`src/rtl/nes_clk_pkg.sv`:
```
// Shared definitions for the NES clock-enable generator: FSM encoding and
// the nominal NES divider constants.
package nes_clk_pkg;

  typedef enum logic [1:0] {
    WAIT_LOCK = 2'd0,
    HOLD      = 2'd1,
    RUN       = 2'd2
  } nes_clk_state_e;

  localparam int NES_CPU_DIV   = 12;
  localparam int NES_PPU_DIV   = 4;
  localparam int NES_MASTER_HZ = 21477272;

  // Counter width for a modulo-div counter, never narrower than one bit.
  function automatic int phase_width(input int div);
    return (div > 1) ? $clog2(div) : 1;
  endfunction

endpackage

```
`src/rtl/sync_2ff.sv`:
```
// Single-bit two-flop synchroniser with a synchronous clear that empties
// both stages, so a cleared synchroniser reports 0 for two cycles.
module sync_2ff (
  input  logic clk_i,
  input  logic clr_i,
  input  logic d_i,
  output logic q_o
);

  logic meta_q;
  logic sync_q;

  always_ff @(posedge clk_i) begin
    if (clr_i) begin
      meta_q <= 1'b0;
      sync_q <= 1'b0;
    end else begin
      meta_q <= d_i;
      sync_q <= meta_q;
    end
  end

  assign q_o = sync_q;

endmodule

```
`src/rtl/nes_clock_gen.sv`:
```
// Holds the NES core in reset until PLL lock has been stable, then emits
// phase-locked CPU and PPU clock enables on the master clock.
module nes_clock_gen
  import nes_clk_pkg::*;
#(
  parameter int CPU_DIV     = NES_CPU_DIV,
  parameter int PPU_DIV     = NES_PPU_DIV,
  parameter int HOLD_CYCLES = 1024,
  localparam int PW  = phase_width(CPU_DIV),
  localparam int DW  = phase_width(PPU_DIV),
  localparam int HW  = $clog2(HOLD_CYCLES + 1)
) (
  input  logic           clk_i,
  input  logic           reset_i,
  input  logic           pll_locked_i,
  output logic           sys_reset_o,
  output logic           cpu_ce_o,
  output logic           ppu_ce_o,
  output logic [PW-1:0]  cpu_phase_o,
  output nes_clk_state_e dbg_state_o
);

  if ((PPU_DIV < 1) || (CPU_DIV < PPU_DIV) || ((CPU_DIV % PPU_DIV) != 0)) begin : g_bad_div
    $error("nes_clock_gen: CPU_DIV must be a positive multiple of PPU_DIV");
  end

  if (HOLD_CYCLES < 1) begin : g_bad_hold
    $error("nes_clock_gen: HOLD_CYCLES must be at least 1");
  end

  localparam logic [HW-1:0] HOLD_LAST  = HW'(HOLD_CYCLES - 1);
  localparam logic [PW-1:0] PHASE_LAST = PW'(CPU_DIV - 1);
  localparam logic [DW-1:0] DOT_LAST   = DW'(PPU_DIV - 1);

  logic lock_s;

  sync_2ff u_lock_sync (
    .clk_i (clk_i),
    .clr_i (reset_i),
    .d_i   (pll_locked_i),
    .q_o   (lock_s)
  );

  nes_clk_state_e state_q, state_d;
  logic [HW-1:0]  hold_cnt_q, hold_cnt_d;
  logic [PW-1:0]  phase_q, phase_d;
  logic [DW-1:0]  dot_q, dot_d;
  logic           sys_reset_q;
  logic           cpu_ce_q;
  logic           ppu_ce_q;
  logic           run_d;
  logic           stay_run;

  always_comb begin
    state_d    = state_q;
    hold_cnt_d = hold_cnt_q;
    unique case (state_q)
      WAIT_LOCK: begin
        hold_cnt_d = '0;
        if (lock_s) state_d = HOLD;
      end
      HOLD: begin
        if (!lock_s) begin
          state_d    = WAIT_LOCK;
          hold_cnt_d = '0;
        end else if (hold_cnt_q == HOLD_LAST) begin
          state_d = RUN;
        end else begin
          hold_cnt_d = hold_cnt_q + 1'b1;
        end
      end
      RUN: begin
        // hold_cnt stays saturated at HOLD_LAST while running.
        if (!lock_s) begin
          state_d    = WAIT_LOCK;
          hold_cnt_d = '0;
        end
      end
      default: begin
        state_d    = WAIT_LOCK;
        hold_cnt_d = '0;
      end
    endcase
  end

  // The dot counter runs in lock step with the phase counter; because CPU_DIV
  // is a multiple of PPU_DIV both wrap to 0 on the same cycle.
  always_comb begin
    run_d    = (state_d == RUN);
    stay_run = run_d && (state_q == RUN);
    phase_d  = '0;
    dot_d    = '0;
    if (stay_run) begin
      phase_d = (phase_q == PHASE_LAST) ? '0 : phase_q + 1'b1;
      dot_d   = (dot_q == DOT_LAST) ? '0 : dot_q + 1'b1;
    end
  end

  always_ff @(posedge clk_i) begin
    if (reset_i) begin
      state_q     <= WAIT_LOCK;
      hold_cnt_q  <= '0;
      phase_q     <= '0;
      dot_q       <= '0;
      sys_reset_q <= 1'b1;
      cpu_ce_q    <= 1'b0;
      ppu_ce_q    <= 1'b0;
    end else begin
      state_q     <= state_d;
      hold_cnt_q  <= hold_cnt_d;
      phase_q     <= phase_d;
      dot_q       <= dot_d;
      sys_reset_q <= !run_d;
      cpu_ce_q    <= run_d && (phase_d == '0);
      ppu_ce_q    <= run_d && (dot_d == '0);
    end
  end

  assign sys_reset_o = sys_reset_q;
  assign cpu_ce_o    = cpu_ce_q;
  assign ppu_ce_o    = ppu_ce_q;
  assign cpu_phase_o = phase_q;
  assign dbg_state_o = state_q;

endmodule

```
`config.mk`:
```
export PLATFORM = sky130hd
export DESIGN_NAME = nes_clock_gen
export DESIGN_NICKNAME = d
export VERILOG_FILES = /design/src/rtl/nes_clk_pkg.sv /design/src/rtl/sync_2ff.sv /design/src/rtl/nes_clock_gen.sv
export SDC_FILE = /design/constraint.sdc
export NUM_CORES = 1
export LEC_CHECK = 0
export CORE_ASPECT_RATIO = 0.9
export CORE_UTILIZATION = 50
export CTS_BUF_LIST = sky130_fd_sc_hd__clkbuf_2 sky130_fd_sc_hd__clkbuf_4 sky130_fd_sc_hd__clkbuf_8
export DETAILED_ROUTE_END_ITERATION = 8
export GPL_TIMING_DRIVEN = 0
export PLACE_DENSITY = 0.72
export SKIP_CTS_REPAIR_TIMING = 1
export SLEW_MARGIN = 20
export SYNTH_ARGS = -nofsm -noshare
export SYNTH_HDL_FRONTEND = slang
export SYNTH_SLANG_ARGS = --single-unit
```
`constraint.sdc`:
```
create_clock -name clk_i -period 2.25 [get_ports clk_i]
set_input_delay 0.225 -clock clk_i [delete_from_list [all_inputs] [get_ports clk_i]]
set_output_delay 0.225 -clock clk_i [all_outputs]
set_load 0.02 [all_outputs]
```
==> reports/qor.txt <==
status - finished, final reports clean
worst setup path category - register to register
largest net degree at the start of global routing - 14
share of cells above drive strength 1 - 16.1%
n_diodes - 0
Finished Core Util - 64.5%
initial core utilization - 55.5%
RSZ-0062 raised after global routing - no
clk root buf - clkbuf_4
M1 WL - 1080 um
Avg Cell Area, Syn - 10.1 um^2
fin crit share - 80.3%
hold path cells - 2
Vias/cell - 5.97
Worst Skew - 4.10 ps
Top FF cell, synth - dfxtp_1
Final setup viols - 0
Hold Crit Endpoint - u_lock_sync.meta_q
Critical Path Sink Type - register
register area share after synthesis - 43.5%
Worst Setup Slack, final - 444 ps
all-layer global routing usage - 20.3%
TritonRoute pass-1 iters - 4
LEAKAGE - 0.490 nW
worst-path maximum fanout - 7
critical path startpoint category - register
Slew Limit Fails - 0
post-DP HPWL - 1580 um
Setup WS pre-CTS - 482 ps
min-delay src - pll_locked_i
Ys Warns - 0
core region area - 1990 um^2
FFs w/ async S/R, synth - 0%
flops & latches, synth - 24
R2R setup slack - 440 ps
first-pass GRT wire length - 3450 um
VDD IR max - 414 uV
Routability Congestion - 0.869
Nets - 131
FP Rows - 15
number of global-route vias before repair - 761
area delta synth->final - 16.1%
initial antenna violation count - 0
FMAX - 0.554 GHz
vias - 890
CTS tree - yes
clock slew at reported path FFs - 130 ps
Hold WC Path Type - primary input to register
Die X - 51.6 um
worst reg2reg path endpoint - cpu_ce_o
DRT Wirelength - 2140 um
clk sinks - 24
DRC - 0
setup_tns - 0 ps
synth unique cells - 43
Crit Reg-Reg Startpoint - hold_cnt_q[0]
DR top layer - met4
number of synthesized flops with an enable pin - 0
Worst-Skew Late Latency - 320 ps
I/O Buffers - 11
Die Y - 46.6 um
max_slew headroom - 80.5%
CTS max path bufs - 2
routed len/inst - 14.3 um
maxcap violations - 0
gate count of the mapped netlist - 109
net count after synthesis - 115
fin crit period - 1810 ps
synthesized area - 1100 um^2
GR Overflow Total - 0
DIE AREA - 2400 um^2
Tightest Pin Transition - 291 ps
ANT nets after route - 0
Synth top area share - 43.5%
Iteration-0 DRC Markers - 33
Worst EP arrival - 2070 ps
met2 WL - 879 um
CTS H-tree lvls - 1
PwrDens - 527 nW/um^2
path depth of the worst reg2reg path - 6
top post-synthesis cells by area - dfxtp_1 43%, nand3_1 3.6%, nand3b_4 3.6%
Final Hold Vio Count - 0
wire length on met3 - 137 um
num ports - 12
Req. time, crit path - 2510 ps
cts bufs inserted - 3
Yosys top cell by area - dfxtp_1
[cell type report]
cell class | count | area, um^2
Timing Repair Buffer | 11 | 110
Clock buffer | 4 | 36.3
Inverter | 1 | 6.26
Fill cell | 180 | 707
Sequential cell | 24 | 480
Multi-Input combinational cell | 84 | 618
Tap cell | 25 | 31.3
[flip-flops by register name (all words and copies together), names as in the netlist]
register,count
hold_cnt_q,11
cpu_phase_o,4
dbg_state_o,2
dot_q,2
cpu_ce_o,1
ppu_ce_o,1
sys_reset_o,1
u_lock_sync.meta_q,1
u_lock_sync.q_o,1
[synth_stat cells, types with 2 or more instances]
cell type,count
dfxtp_1,24
nand3_1,8
nor2_1,7
nor3_1,6
a21oi_1,5
o21ai_0,5
a31oi_1,3
and2_1,3
and3b_1,3
ha_1,3
nor2b_1,3
xnor2_1,3
and3_4,2
nand2_1,2
nand2b_1,2
nand3b_4,2
or4b_1,2
[worst max-delay path by stage]
stage | startpoint | to | slack [ps] | cells past startpoint
global route | hold_cnt_q[0] | cpu_ce_o | 350 | 6
finish | hold_cnt_q[0] | cpu_ce_o | 440 | 6
global placement | reset_i | hold_cnt_q[6] | 500 | 4
floorplan | dbg_state_o[0] | hold_cnt_q[6] | 710 | 4
detailed placement | reset_i | hold_cnt_q[6] | 480 | 4
CTS | hold_cnt_q[0] | cpu_ce_o | 470 | 6
[cell families (layout without fill, tap and decap cells)]
group / after synthesis / after routing / synth area share, %
compound gates: 26 / 26 / 17.2
mux: 1 / 1 / 0.906
flops: 24 / 24 / 43.5
buf+inv: 1 / 16 / 0.567
fa+ha+maj: 3 / 3 / 3.40
xor+xnor: 3 / 3 / 2.38
simple gates: 51 / 51 / 32.1
[worst max-delay path, cell delays in order, from the launching register on]
cell,delay (ps)
dfxtp_1,460
ha_1,230
nand4b_1,190
or3_4,410
o21ai_4,250
inv_4,60
nor3_2,140
[per-stage QoR]
stage                     cells  cell area [um^2]  hold WS [ps]  total power, mW
after floorplan             109              1100           297            0.443
after global placement      145              1250           424            0.450
after detailed placement    145              1250           436            0.450
after CTS                   149              1280           453            0.673
after global routing        149              1280           455            0.693
final                       149              1280           449            0.676
[cell usage in the layout (no fill, tap or decap), types with 2 or more instances in the layout]
master and instances:
dfxtp_1 24, clkdlybuf4s50_1 11, nand3_1 8, nor2_1 7, nor3_1 6, o21ai_0 5, a21oi_1 5, xnor2_1 3
and3b_1 3, nor2b_1 3, and2_1 3, a31oi_1 3, ha_1 3, clkbuf_4 3, nand3b_4 2, and3_4 2
or4b_1 2, nand2b_1 2, nand2_1 2
[per-layer routing]
metal  up-vias  GRT usage, %
li1        443             -
met1       410          29.0
met2        32          29.6
met3         5          2.97
met4         0          10.3
met5         -             0
[power by group]
group          switching (mW)  internal (mW)  total (mW)
clock                   0.136         0.0990       0.235
combinational         0.00426        0.00656      0.0108
sequential            0.00261          0.427       0.430
total                   0.143          0.533       0.676
No activity file was read; power rests on OpenSTA's default activity.
==> RTL change, RTL diff (config.mk and constraints unchanged) <==
Make the reset (`reset_i`) asynchronous in one clocked block.
--- a/src/rtl/nes_clock_gen.sv
+++ b/src/rtl/nes_clock_gen.sv
@@ -96,7 +96,7 @@
     end
   end
 
-  always_ff @(posedge clk_i) begin
+  always_ff @(posedge clk_i or posedge reset_i) begin
     if (reset_i) begin
       state_q     <= WAIT_LOCK;
       hold_cnt_q  <= '0;
Behaviour: differs if reset_i is asserted again (counterexample within 4 cycles, from zero or initial values and one cycle with reset_i high); with reset_i held inactive, the same outputs for 10 cycles.
==> RTL change against the original RTL <==
Die area rose by 10%. Routed wire length rose by 11%. Sequential cell count did not move. Cell area rose by 9.5%. Synthesized cell count rose by 8.3%. Global-route usage rose by 1.0 points. Setup slack improved by 97 ps. Area after synthesis rose by 11%. Sequential share of layout area rose by 4.7 points. Critical endpoint is now dbg_state_o[0].
Power is not compared: it rests on default switching activity, and its combinational part moved more than twofold at a synthesized area within 25%.
==> RTL change: results (changes against the original RTL) <==
| Parameter | Reported | vs unedited |
|---|---|---|
| Worst setup skew after layout | 12.6 ps | +8.49 ps |
| Share of the synthesized area in compound gates (AO/OA/AOI/OAI) | 15.1% | -2.1 points |
| Mux cell area share after synthesis | 0.818% | -0.088 points |
| Xor-xnor portion of the synthesized cell area | 0.716% | -1.7 points |
| Fin nets | 140 | +6.9% |
| Worst Path Max Fanout | 8 | +1 |
| Number of global-route vias before repair | 896 | +18% |
| First-pass GRT wire length | 4.17 mm | +21% |
| Top cells by instance count after synthesis | 21 x dfrtp_1, 10 x nand2_1, 9 x nor3_1, 8 x a21oi_1, 8 x o21ai_0 |  |
| NetSw | 146 uW |  |
| Synth warnings | 0 | unchanged |
| Vias per cell | 6.09 | +1.9% |
| Outcome | completed |  |
| Global-route usage over all layers | 21.3% | +1.0 points |
| Least-Margin Pin Slew | 856 ps | +565 ps |
| Data arrival time at the worst-slack endpoint | 1480 ps | -590 ps |
| Crit-path leading delay family | buffers and inverters |  |
| Port buffer count | 11 | unchanged |
| Sequential area share after synthesis | 48.4% | +4.9 points |
| Maximum single-stage delay on the critical path | 670 ps | +210 ps |
| Biggest area contributors in the synthesized netlist | dfrtp_1 43%, nor3_1 3.7%, a21oi_1 3.3% |  |
| Post-detailed-placement half-perimeter wirelength | 1.63 mm | +3.6% |
| Number of violations reported at the end of detailed-routing iteration 0 | 28 | -15% |
| Library cells used by synthesis | 41 | -4.7% |
| Setup slack of the most critical reg-to-reg path | 600 ps | +160 ps |
| Proportion of synthesized flip-flops having asynchronous set or reset | 91.7% | +92 points |
| Post-synthesis share of cell area spent on full adders, half adders and majority gates | 3.07% | -0.33 points |
| Routed wirelength normalized by instance count | 14.9 microns | +3.7% |
| Max frequency | 0.585 GHz | +5.7% |
| Final Instance Count excl. Fillers | 160 | +7.4% |
| Synth Net Count | 124 | +7.8% |
| Number of buffers created by CTS | 3 | unchanged |
| Post-placement worst setup slack | 629 ps | +147 ps |
| Type of the worst min-delay path | in -> async |  |
| Syn avg cell area | 10.4 sq um | +2.3% |
| Final weighted congestion of routability-driven global placement | 0.907 | +4.4% |
RTL change: logic make-up (layout without fill, tap and decap cells):
family,count (synthesis),after routing
AOI/OAI and AO/OA,30,30
xor gates and xnor gates,1,1
adders and majority gates,3,3
buffers and inverters,5,20
DFF,24,24
muxes,1,1
and+or+nand+nor,54,54
RTL change: stage by stage:
step / hold slack (ps) / instance area [sq um]
6_report: 419 / 1400
5_1_grt: 476 / 1400
4_1_cts: 451 / 1400
3_5_place_dp: 439 / 1370
3_3_place_gp: 428 / 1370
2_1_floorplan: 213 / 1220
RTL change: power by group through the flow:
| stage | Clock [mW] | Combinational (mW) | Sequential (mW) |
|---|---|---|---|
| 2_1_floorplan | 0 | 0.0134 | 0.444 |
| 3_3_place_gp | 0 | 0.0228 | 0.444 |
| 3_5_place_dp | 0 | 0.0233 | 0.444 |
| 4_1_cts | 0.235 | 0.0235 | 0.435 |
| 5_1_grt | 0.255 | 0.0261 | 0.436 |
| 6_report | 0.228 | 0.0228 | 0.435 |
RTL change: path summary, 6_finish.rpt:
| path | from | endpoint | cells past startpoint |
|---|---|---|---|
| max in group asynchronous | reset_i | hold_cnt_q[10] | 2 |
| min in group clk_i | u_lock_sync.meta_q | u_lock_sync.q_o | 1 |
| setup / recovery | dbg_state_o[0] | dbg_state_o[0] | 1 |
| hold / removal | reset_i | cpu_phase_o[3] | 2 |
| setup reg to reg | hold_cnt_q[0] | hold_cnt_q[9] | 5 |
| hold reg to reg | u_lock_sync.meta_q | u_lock_sync.q_o | 1 |
RTL change: worst register-to-register path: stages (launching register included):
cell and delay, ps:
dfrtp_1 420, ha_1 250, nand2_1 190, nor4_4 90
or4_1 480, a21oi_1 160
RTL change: area by class of cell:
type,count,area share (%)
Buffer,2,0.891
Tap cell,27,2.41
Sequential cell,24,42.2
Multi-Input combinational cell,89,43.3
Clock buffer,4,2.58
Timing Repair Buffer,11,7.84
Inverter,3,0.802
RTL change: metal layers:
metal	routed length, microns	part of all wire [%]	up-vias	track usage [%]
met3	132	5.5	0	6.54
met5	0	0	-	0
met4	0	0	0	1.28
li1	-	-	476	-
met2	1050	44	35	31.3
met1	1200	51	463	32.2
